$ cat src/rtl/rr_arb_pkg.sv
// rtl/rr_arb_pkg.sv - shared types and default parameters for the round-robin arbiter controller
package rr_arb_pkg;

    typedef enum logic [1:0] {
        IDLE    = 2'd0,
        GRANT   = 2'd1,
        BUSY    = 2'd2,
        RELEASE = 2'd3
    } state_t;

    localparam int N_REQ_DEF    = 4;
    localparam int MAX_HOLD_DEF = 8;

endpackage

$ cat src/rtl/rr_arb_pick.sv
// rtl/rr_arb_pick.sv - combinational rotating-priority picker
module rr_arb_pick
    import rr_arb_pkg::*;
#(
    parameter int N_REQ = N_REQ_DEF,
    localparam int IDW  = $clog2(N_REQ)
) (
    input  logic [N_REQ-1:0] req,
    input  logic [IDW-1:0]   ptr,
    output logic             any_req,
    output logic [N_REQ-1:0] win_oh,
    output logic [IDW-1:0]   win_id
);

    // Scan from the farthest offset down to the pointer so the closest set bit wins last
    always_comb begin
        int       idx;
        logic [IDW-1:0] idx_w;
        idx     = 0;
        idx_w   = '0;
        any_req = 1'b0;
        win_oh  = '0;
        win_id  = '0;
        for (int i = N_REQ - 1; i >= 0; i--) begin
            idx = int'(ptr) + i;
            if (idx >= N_REQ) begin
                idx = idx - N_REQ;
            end
            idx_w = IDW'(idx);
            if (req[idx_w]) begin
                any_req       = 1'b1;
                win_oh        = '0;
                win_oh[idx_w] = 1'b1;
                win_id        = idx_w;
            end
        end
    end

endmodule

$ cat src/rtl/rr_arb_ctrl.sv
// rtl/rr_arb_ctrl.sv - round-robin start/done controller for a shared resource; RR_ARB_CTRL_TIMEOUT_EN adds the hold timeout
module rr_arb_ctrl
    import rr_arb_pkg::*;
#(
    parameter int N_REQ    = N_REQ_DEF,
    parameter int MAX_HOLD = MAX_HOLD_DEF,
    localparam int IDW     = $clog2(N_REQ)
) (
    input  logic             clk,
    input  logic             reset,
    input  logic [N_REQ-1:0] req,
    input  logic             res_done,
    output logic [N_REQ-1:0] grant,
    output logic [IDW-1:0]   grant_id,
    output logic             res_start,
    output logic             busy,
    output logic             timeout
);

    state_t           state_q, state_d;
    logic [IDW-1:0]   ptr_q, ptr_d;
    logic [IDW-1:0]   grant_id_q, grant_id_d;
    logic [N_REQ-1:0] grant_oh_q, grant_oh_d;
    logic             timeout_q, timeout_d;

    logic             pick_any;
    logic [N_REQ-1:0] pick_oh;
    logic [IDW-1:0]   pick_id;
    logic             expire;

    rr_arb_pick #(.N_REQ(N_REQ)) u_pick (
        .req     (req),
        .ptr     (ptr_q),
        .any_req (pick_any),
        .win_oh  (pick_oh),
        .win_id  (pick_id)
    );

`ifdef RR_ARB_CTRL_TIMEOUT_EN
    localparam int CW = $clog2(MAX_HOLD + 1);

    logic [CW-1:0] hold_cnt_q, hold_cnt_d;

    // Count BUSY cycles; expiry is judged on the incremented value so it lands on the MAX_HOLD-th BUSY cycle
    always_comb begin
        hold_cnt_d = hold_cnt_q;
        if (state_q == GRANT) begin
            hold_cnt_d = '0;
        end else if (state_q == BUSY) begin
            hold_cnt_d = hold_cnt_q + CW'(1);
        end
        expire = (state_q == BUSY) && (hold_cnt_d == CW'(MAX_HOLD));
    end

    // Hold counter register
    always_ff @(posedge clk or posedge reset) begin
        if (reset) begin
            hold_cnt_q <= '0;
        end else begin
            hold_cnt_q <= hold_cnt_d;
        end
    end
`else
    localparam int UNUSED_MAX_HOLD = MAX_HOLD;

    assign expire = 1'b0;
`endif

    // Next-state and winner/pointer bookkeeping; done takes precedence over expiry
    always_comb begin
        state_d    = state_q;
        ptr_d      = ptr_q;
        grant_id_d = grant_id_q;
        grant_oh_d = grant_oh_q;
        timeout_d  = 1'b0;
        case (state_q)
            IDLE: begin
                if (pick_any) begin
                    grant_id_d = pick_id;
                    grant_oh_d = pick_oh;
                    state_d    = GRANT;
                end
            end
            GRANT: begin
                state_d = BUSY;
            end
            BUSY: begin
                if (res_done) begin
                    state_d = RELEASE;
                end else if (expire) begin
                    state_d   = RELEASE;
                    timeout_d = 1'b1;
                end
            end
            RELEASE: begin
                ptr_d   = (grant_id_q == IDW'(N_REQ - 1)) ? '0 : grant_id_q + IDW'(1);
                state_d = IDLE;
            end
            default: begin
                state_d = state_t'(2'bxx);
            end
        endcase
    end

    // State, pointer, latched winner and timeout flag
    always_ff @(posedge clk or posedge reset) begin
        if (reset) begin
            state_q    <= IDLE;
            ptr_q      <= '0;
            grant_id_q <= '0;
            grant_oh_q <= '0;
            timeout_q  <= 1'b0;
        end else begin
            state_q    <= state_d;
            ptr_q      <= ptr_d;
            grant_id_q <= grant_id_d;
            grant_oh_q <= grant_oh_d;
            timeout_q  <= timeout_d;
        end
    end

    assign grant     = (state_q == GRANT || state_q == BUSY) ? grant_oh_q : '0;
    assign grant_id  = grant_id_q;
    assign res_start = (state_q == GRANT);
    assign busy      = (state_q != IDLE);
    assign timeout   = timeout_q;

endmodule

$ cat config.mk
export PLATFORM = sky130hd
export DESIGN_NAME = rr_arb_ctrl
export DESIGN_NICKNAME = d
export VERILOG_FILES = /design/src/rtl/rr_arb_pkg.sv /design/src/rtl/rr_arb_pick.sv /design/src/rtl/rr_arb_ctrl.sv
export SDC_FILE = /design/constraint.sdc
export NUM_CORES = 1
export LEC_CHECK = 0
export BUFFER_PORTS_ARGS = -buffer_cell sky130_fd_sc_hd__buf_2
export CORE_AREA = 5 5 57 59
export CTS_BUF_LIST = sky130_fd_sc_hd__clkbuf_4 sky130_fd_sc_hd__clkbuf_8
export CTS_CLUSTER_DIAMETER = 200
export DETAILED_ROUTE_END_ITERATION = 6
export DIE_AREA = 0 0 62 64
export GPL_ROUTABILITY_DRIVEN = 0
export HOLD_SLACK_MARGIN = 0.03
export MAX_ROUTING_LAYER = met4
export PLACE_DENSITY = 0.66
export SYNTH_ARGS = -nofsm -noshare
export SYNTH_HDL_FRONTEND = slang
export SYNTH_SLANG_ARGS = --single-unit
$ cat constraint.sdc
create_clock -name clk -period 2.35 [get_ports clk]
set_clock_uncertainty 0.2 [all_clocks]
set_input_delay 0.1175 -clock clk [delete_from_list [all_inputs] [get_ports clk]]
set_output_delay 0.1175 -clock clk [all_outputs]
set_load 0.01 [all_outputs]
==> metrics.cfg, run 1 <==
[global_routing]
grt_pass1_wl_mm=3.836
antenna_found_initial=0
grt_pass1_vias=856
grt_use_total_pct=13.06
grt_overflow_total=0
grt_max_degree=14

[flow_run]
cap_violations=0

[floorplanning]
initial_utilization_pct=37.88
chipHeight_um=64
die-area_sq_um=3968
die_x_um=62
placementRows=19
num_io_pins=16
coreArea_sq_um=2663

[yosys]
ys_types=35
synth_edf_count=0
ys_warn_count=0
synth_ff_type=dfrtp_1
seq_area_frac_synth_pct=24.81
ys_ff_latch=10
syn_area_sq_um=1008
syn-instance-count=111
synthArstFlopShare_pct=100.0
synth.net_count=131
syn_avg_cell_area_sq_um=9.085

[timing]
slew_viol_final=0
hold_slack_ps=63.76
relSlewSlack_pct=24.05
tns_ps=0
fmax_mhz=470.8
worst_pin_slew_ps=1127
hold_violations=0
rsz0062_at_grt=no
setup_viol=0
layout_setup_ws_ps=225.9
fin_crit_ps=2124
finalCritPeriodShare_pct=90.39

[detailed_routing]
remaining_drc_errors=0
wirelength_mm=2.274
wl_met2_mm=1.107
first_iter_violations=25
first_pass_iters=4
postRouteAntennaNets=0
wl_per_cell_um=14.58
dr.max_layer_used=met4
routed-wl-met3_um=87
vias=863
drt-vias-per-instance=5.532
wl_met1_mm=1.044

[clocking]
clock_latency_ps=260
cts_resized=0
clkSlewWorstSetupHoldPaths_ps=60
clock_sinks=10
clockBufferDepth=2
numCtsBuffers=3
cts_max_level=1
cts_tree=yes
root_buffer=clkbuf_4

[cells_and_area]
nets=147
n_fill_cell=275
syn_to_final_growth_pct=10.67
final_layout_size_suffix_gt1_share_pct=23.20
stdcell_count=156
antennaDiodeCount=0

[hold_path]
hold_class=input pin to flip-flop

[worst_setup_path]
critPathLaunchType=flip-flop
path_buf_inv=1
cp.arrival_ps=2100
crit_family=compound AO/OA/AOI/OAI gates
critPathMaxFanout=5
cp_slowest_stage_delay_ps=390
slowest_stage=or3b_1
worstPathRequired_ps=2330
crit_type=flip-flop to flip-flop
end_kind=flip-flop
cp_cell_sequence=inv_1 > ha_1 > or3b_1 > a211oi_2 > o21ai_0 > a31oi_1

[power]
power_density_nw_per_um2=1322
p_leak_nw=0.5326
power_mw=1.475
ir_worst_vdd_mv=0.5595

[placed_design]
numPortBuffers=14
place_ws_ps=258.1
dp.final_hpwl_mm=1.741
dp_cells=152

[outcome]
status=finished, final reports clean

==> registers in the layout, indices dropped and copies added, names as in the netlist <==
signal and flops:
grant_oh_q 4, grant_id 2, ptr_q 2, state_q 2
==> layout make-up <==
cell class	instances	area (sq um)	share of cell area, %
Timing Repair Buffer	19	110.1	9.866
Tap cell	31	38.79	3.475
Sequential cell	10	250.2	22.42
Inverter	12	45.04	4.036
Clock buffer	3	22.52	2.018
Multi-Input combinational cell	81	649.4	58.18
==> where the power goes <==
| group | internal, mW | switching, mW | leakage, nW |
|---|---|---|---|
| Clock | 0.0589 | 0.0532 | 0.0138 |
| Combinational | 0.457 | 0.592 | 0.395 |
| Sequential | 0.259 | 0.0549 | 0.124 |
==> metrics by stage <==
step / area [sq um] / utilization, %
CTS: 1116 / 41.92
floorplan: 1008 / -
global placement: 1084 / 40.70
finish: 1116 / 41.92
detailed placement: 1084 / 40.70
global route: 1116 / 41.92
==> final timing paths <==
check                       startpoint       endpoint  slack [ps]  cells past startpoint
max                           ptr_q[1]  grant_oh_q[0]         230                      6
min                             req[3]    grant_id[1]          60                      3
min in group asynchronous        reset  grant_oh_q[1]         180                      3
max in group asynchronous        reset       ptr_q[0]        1490                      3
min reg2reg                grant_id[1]    grant_id[1]         320                      2
max reg2reg                   ptr_q[1]  grant_oh_q[0]         230                      6
==> worst min-delay path, stage by stage <==
cell,delay [ps]
buf_2,150
a21oi_1,130
o31ai_1,80
==> cell usage after synthesis, drive strengths merged, types with 2 or more instances <==
cell,instances,area share [%]
o21ai,10,5.0
inv,12,4.5
a21oi,11,5.5
nand2,6,2.2
and2,4,2.5
nor2b,3,2.6
mux4,3,6.7
a211oi,2,2.0
dfrtp,10,25
nor2,4,1.5
ha,13,16
a22oi,4,3.0
buf,8,6.3
a31oi,4,2.5
==> cell usage in the layout, fill, tap and decap left out, types with 2 or more instances in the layout <==
cell type / count
o21ai_0: 10
nand2_1: 6
buf_4: 4
a22oi_1: 4
a21oi_1: 11
inv_1: 12
nor2_1: 4
dfrtp_1: 10
nor2b_1: 2
buf_2: 14
mux4_2: 3
ha_1: 13
and2_1: 4
clkbuf_4: 3
a31oi_1: 4
==> metal layers <==
layer | GRT usage (%) | vias to the layer above
met5 | - | -
met1 | 15.89 | 412
met2 | 20.98 | 27
li1 | - | 422
met4 | 6.101 | 0
met3 | 1.408 | 2
==> kinds of logic (layout without fill, tap and decap cells) <==
logic type / count (synthesis) / count (layout) / share of synthesized area, %
AO/OA/AOI/OAI: 39 / 39 / 25.81
adder cells (fa/ha/maj): 13 / 13 / 16.13
buffers and inverters: 20 / 34 / 10.79
flip-flops: 10 / 10 / 24.81
multiplexers: 5 / 5 / 8.808
other: 1 / 1 / 0.3719
AND/OR/NAND/NOR: 23 / 23 / 13.28
==> timing repair <==
action                    CTS  global route
buffers inserted            0             0
hold endpoints to repair   10             0
hold buffers                1             0
Note: power is estimated with default switching activity, not from simulation.
==> run 2, diff against run 1 <==
--- a/config.mk
+++ b/config.mk
@@ -6,15 +6,14 @@
 export NUM_CORES = 1
 export LEC_CHECK = 0
 export BUFFER_PORTS_ARGS = -buffer_cell sky130_fd_sc_hd__buf_2
-export CORE_AREA = 5 5 57 59
+export CORE_AREA = 2 2 54 56
 export CTS_BUF_LIST = sky130_fd_sc_hd__clkbuf_4 sky130_fd_sc_hd__clkbuf_8
 export CTS_CLUSTER_DIAMETER = 200
 export DETAILED_ROUTE_END_ITERATION = 6
-export DIE_AREA = 0 0 62 64
+export DIE_AREA = 0 0 56 58
 export GPL_ROUTABILITY_DRIVEN = 0
 export HOLD_SLACK_MARGIN = 0.03
 export MAX_ROUTING_LAYER = met4
-export PLACE_DENSITY = 0.66
 export SYNTH_ARGS = -nofsm -noshare
 export SYNTH_HDL_FRONTEND = slang
 export SYNTH_SLANG_ARGS = --single-unit
==> constraint.sdc (replaced) <==
create_clock -name clk -period 2.2 [get_ports clk]
set_clock_uncertainty 0.2 [all_clocks]
set_input_delay 0.11 -clock clk [delete_from_list [all_inputs] [get_ports clk]]
set_output_delay 0.11 -clock clk [all_outputs]
set_load 0.01 [all_outputs]
==> metrics.cfg, run 2 (synthesis gave the netlist of run 1 again) <==
[clocking]
clkSlewWorstSetupHoldPaths_ps=70
clock_sinks=10
numCtsBuffers=3
cts_tree=yes
clockBufferDepth=2
cts_max_level=1
root_buffer=clkbuf_4
clock_latency_ps=260

[worst_setup_path]
rr_worst_depth=6
r2r_start=ptr_q[1]
cp.arrival_ps=2010
rrSetupSlack_ps=170
critPathMaxFanout=7
worstPathRequired_ps=2180
crit_type=flip-flop to flip-flop
rr_endpoint=grant_oh_q[2]
end_kind=flip-flop
critPathLaunchType=flip-flop

[power]
power_mw=1.622
power_density_nw_per_um2=1423
ir_worst_vdd_mv=0.8240
p_leak_nw=0.5422

[timing]
hold_violations=0
worst_pin_slew_ps=1059
setup_viol=0
relSlewSlack_pct=28.64
rsz0062_at_grt=no
slew_viol_final=0
tns_ps=0
fin_crit_ps=2033
fmax_mhz=492.0
finalCritPeriodShare_pct=92.39

[floorplanning]
die-area_sq_um=3248
placementRows=19
num_io_pins=16
coreArea_sq_um=2663
die_x_um=56
initial_utilization_pct=37.88
chipHeight_um=58

[detailed_routing]
wl_per_cell_um=12.84
first_pass_iters=4
routed-wl-met3_um=52
postRouteAntennaNets=0
dr.max_layer_used=met4
vias=850
first_iter_violations=19
wirelength_mm=2.028
wl_met1_mm=1.000
wl_met2_um=952
remaining_drc_errors=0
drt-vias-per-instance=5.380

[cells_and_area]
nets=148
final_common_cell=buf_2
largest_reg_flops=4
final_layout_size_suffix_gt1_share_pct=25.98
antennaDiodeCount=0
regMostFlops=grant_oh_q
layout_common_cells=14 x buf_2, 12 x ha_1, 11 x inv_1, 11 x a21oi_1
syn_to_final_growth_pct=13.03

[global_routing]
grt_overflow_total=0
grt_max_degree=14
grt_use_total_pct=13.88
antenna_found_initial=0
grt_pass1_wl_mm=3.546
grt_pass1_vias=779

[hold_path]
hold_class=input pin to flip-flop
hold_start=res_done
hold_end=state_q[1]
holdPathStages=5

[outcome]
status=finished, final reports clean

[flow_run]
cap_violations=0

[placed_design]
numPortBuffers=14

run 2: cell types whose count changed in the layout (fill, tap and decap cells not counted):
cell      change
buf_4         +1
clkbuf_8      +1
ha_1          -1
ha_2          +1
inv_1         -1
inv_2         +1
run 2: worst max-delay path by stage:
stage	start	to	slack [ps]	cells past startpoint
final	ptr_q[1]	grant_oh_q[2]	170	6
after floorplan	ptr_q[0]	grant_oh_q[0]	-10	8
after detailed placement	ptr_q[0]	grant_oh_q[2]	170	6
after global placement	ptr_q[0]	grant_oh_q[3]	190	6
after global routing	ptr_q[1]	grant_oh_q[3]	10	6
after CTS	ptr_q[0]	grant_oh_q[2]	150	6
run 2: worst max-delay path, cell delays in order, from the launching register on:
cell and delay, ps:
dfrtp_1 380, inv_1 90, ha_2 320, or3b_1 380
a211oi_2 260, o21ai_0 150, a31oi_1 180
run 2: layout make-up:
| cell class | count | area, sq um |
|---|---|---|
| tap | 31 | 38.79 |
| timing repair buffer | 20 | 117.6 |
| clock buffer | 4 | 36.28 |
| multi-input combinational | 81 | 651.9 |
| fill | 287 | 1523 |
| inverter | 12 | 45.04 |
| sequential | 10 | 250.2 |
run 2: power by group:
group | internal, mW | total (mW) | leakage, nW | switching (mW)
Sequential | 0.277 | 0.340 | 0.124 | 0.0631
Combinational | 0.506 | 1.12 | 0.397 | 0.615
Clock | 0.100 | 0.161 | 0.0210 | 0.0605
Total | 0.883 | 1.62 | 0.542 | 0.739
run 2: metal layers:
metal | GRT usage [%] | vias to the layer above
li1 | - | 425
met1 | 18.85 | 409
met2 | 22.52 | 14
met3 | 0.2232 | 2
met4 | 5.102 | 0
met5 | - | -
run 2: stage by stage:
step                      instances  utilization (%)  setup slack [ps]  hold WS [ps]  cell area [sq um]
after floorplan                 111                -            -9.615        -249.8               1008
after global placement          153            40.98             188.3        -103.4               1091
after detailed placement        153            40.98             171.1        -99.86               1091
after CTS                       158            42.72             146.3         51.21               1137
after global routing            158            42.81             14.40         116.9               1140
final                           158            42.81             167.4         46.91               1140
run 2: repair_timing:
item | 4_1_cts | 5_1_grt
hold buffers | 1 | 0
setup buffers | 0 | 0
endpoints found under the hold margin | 10 | 0
gates resized for setup | 0 | 1
setup endpoints to repair | 0 | 2
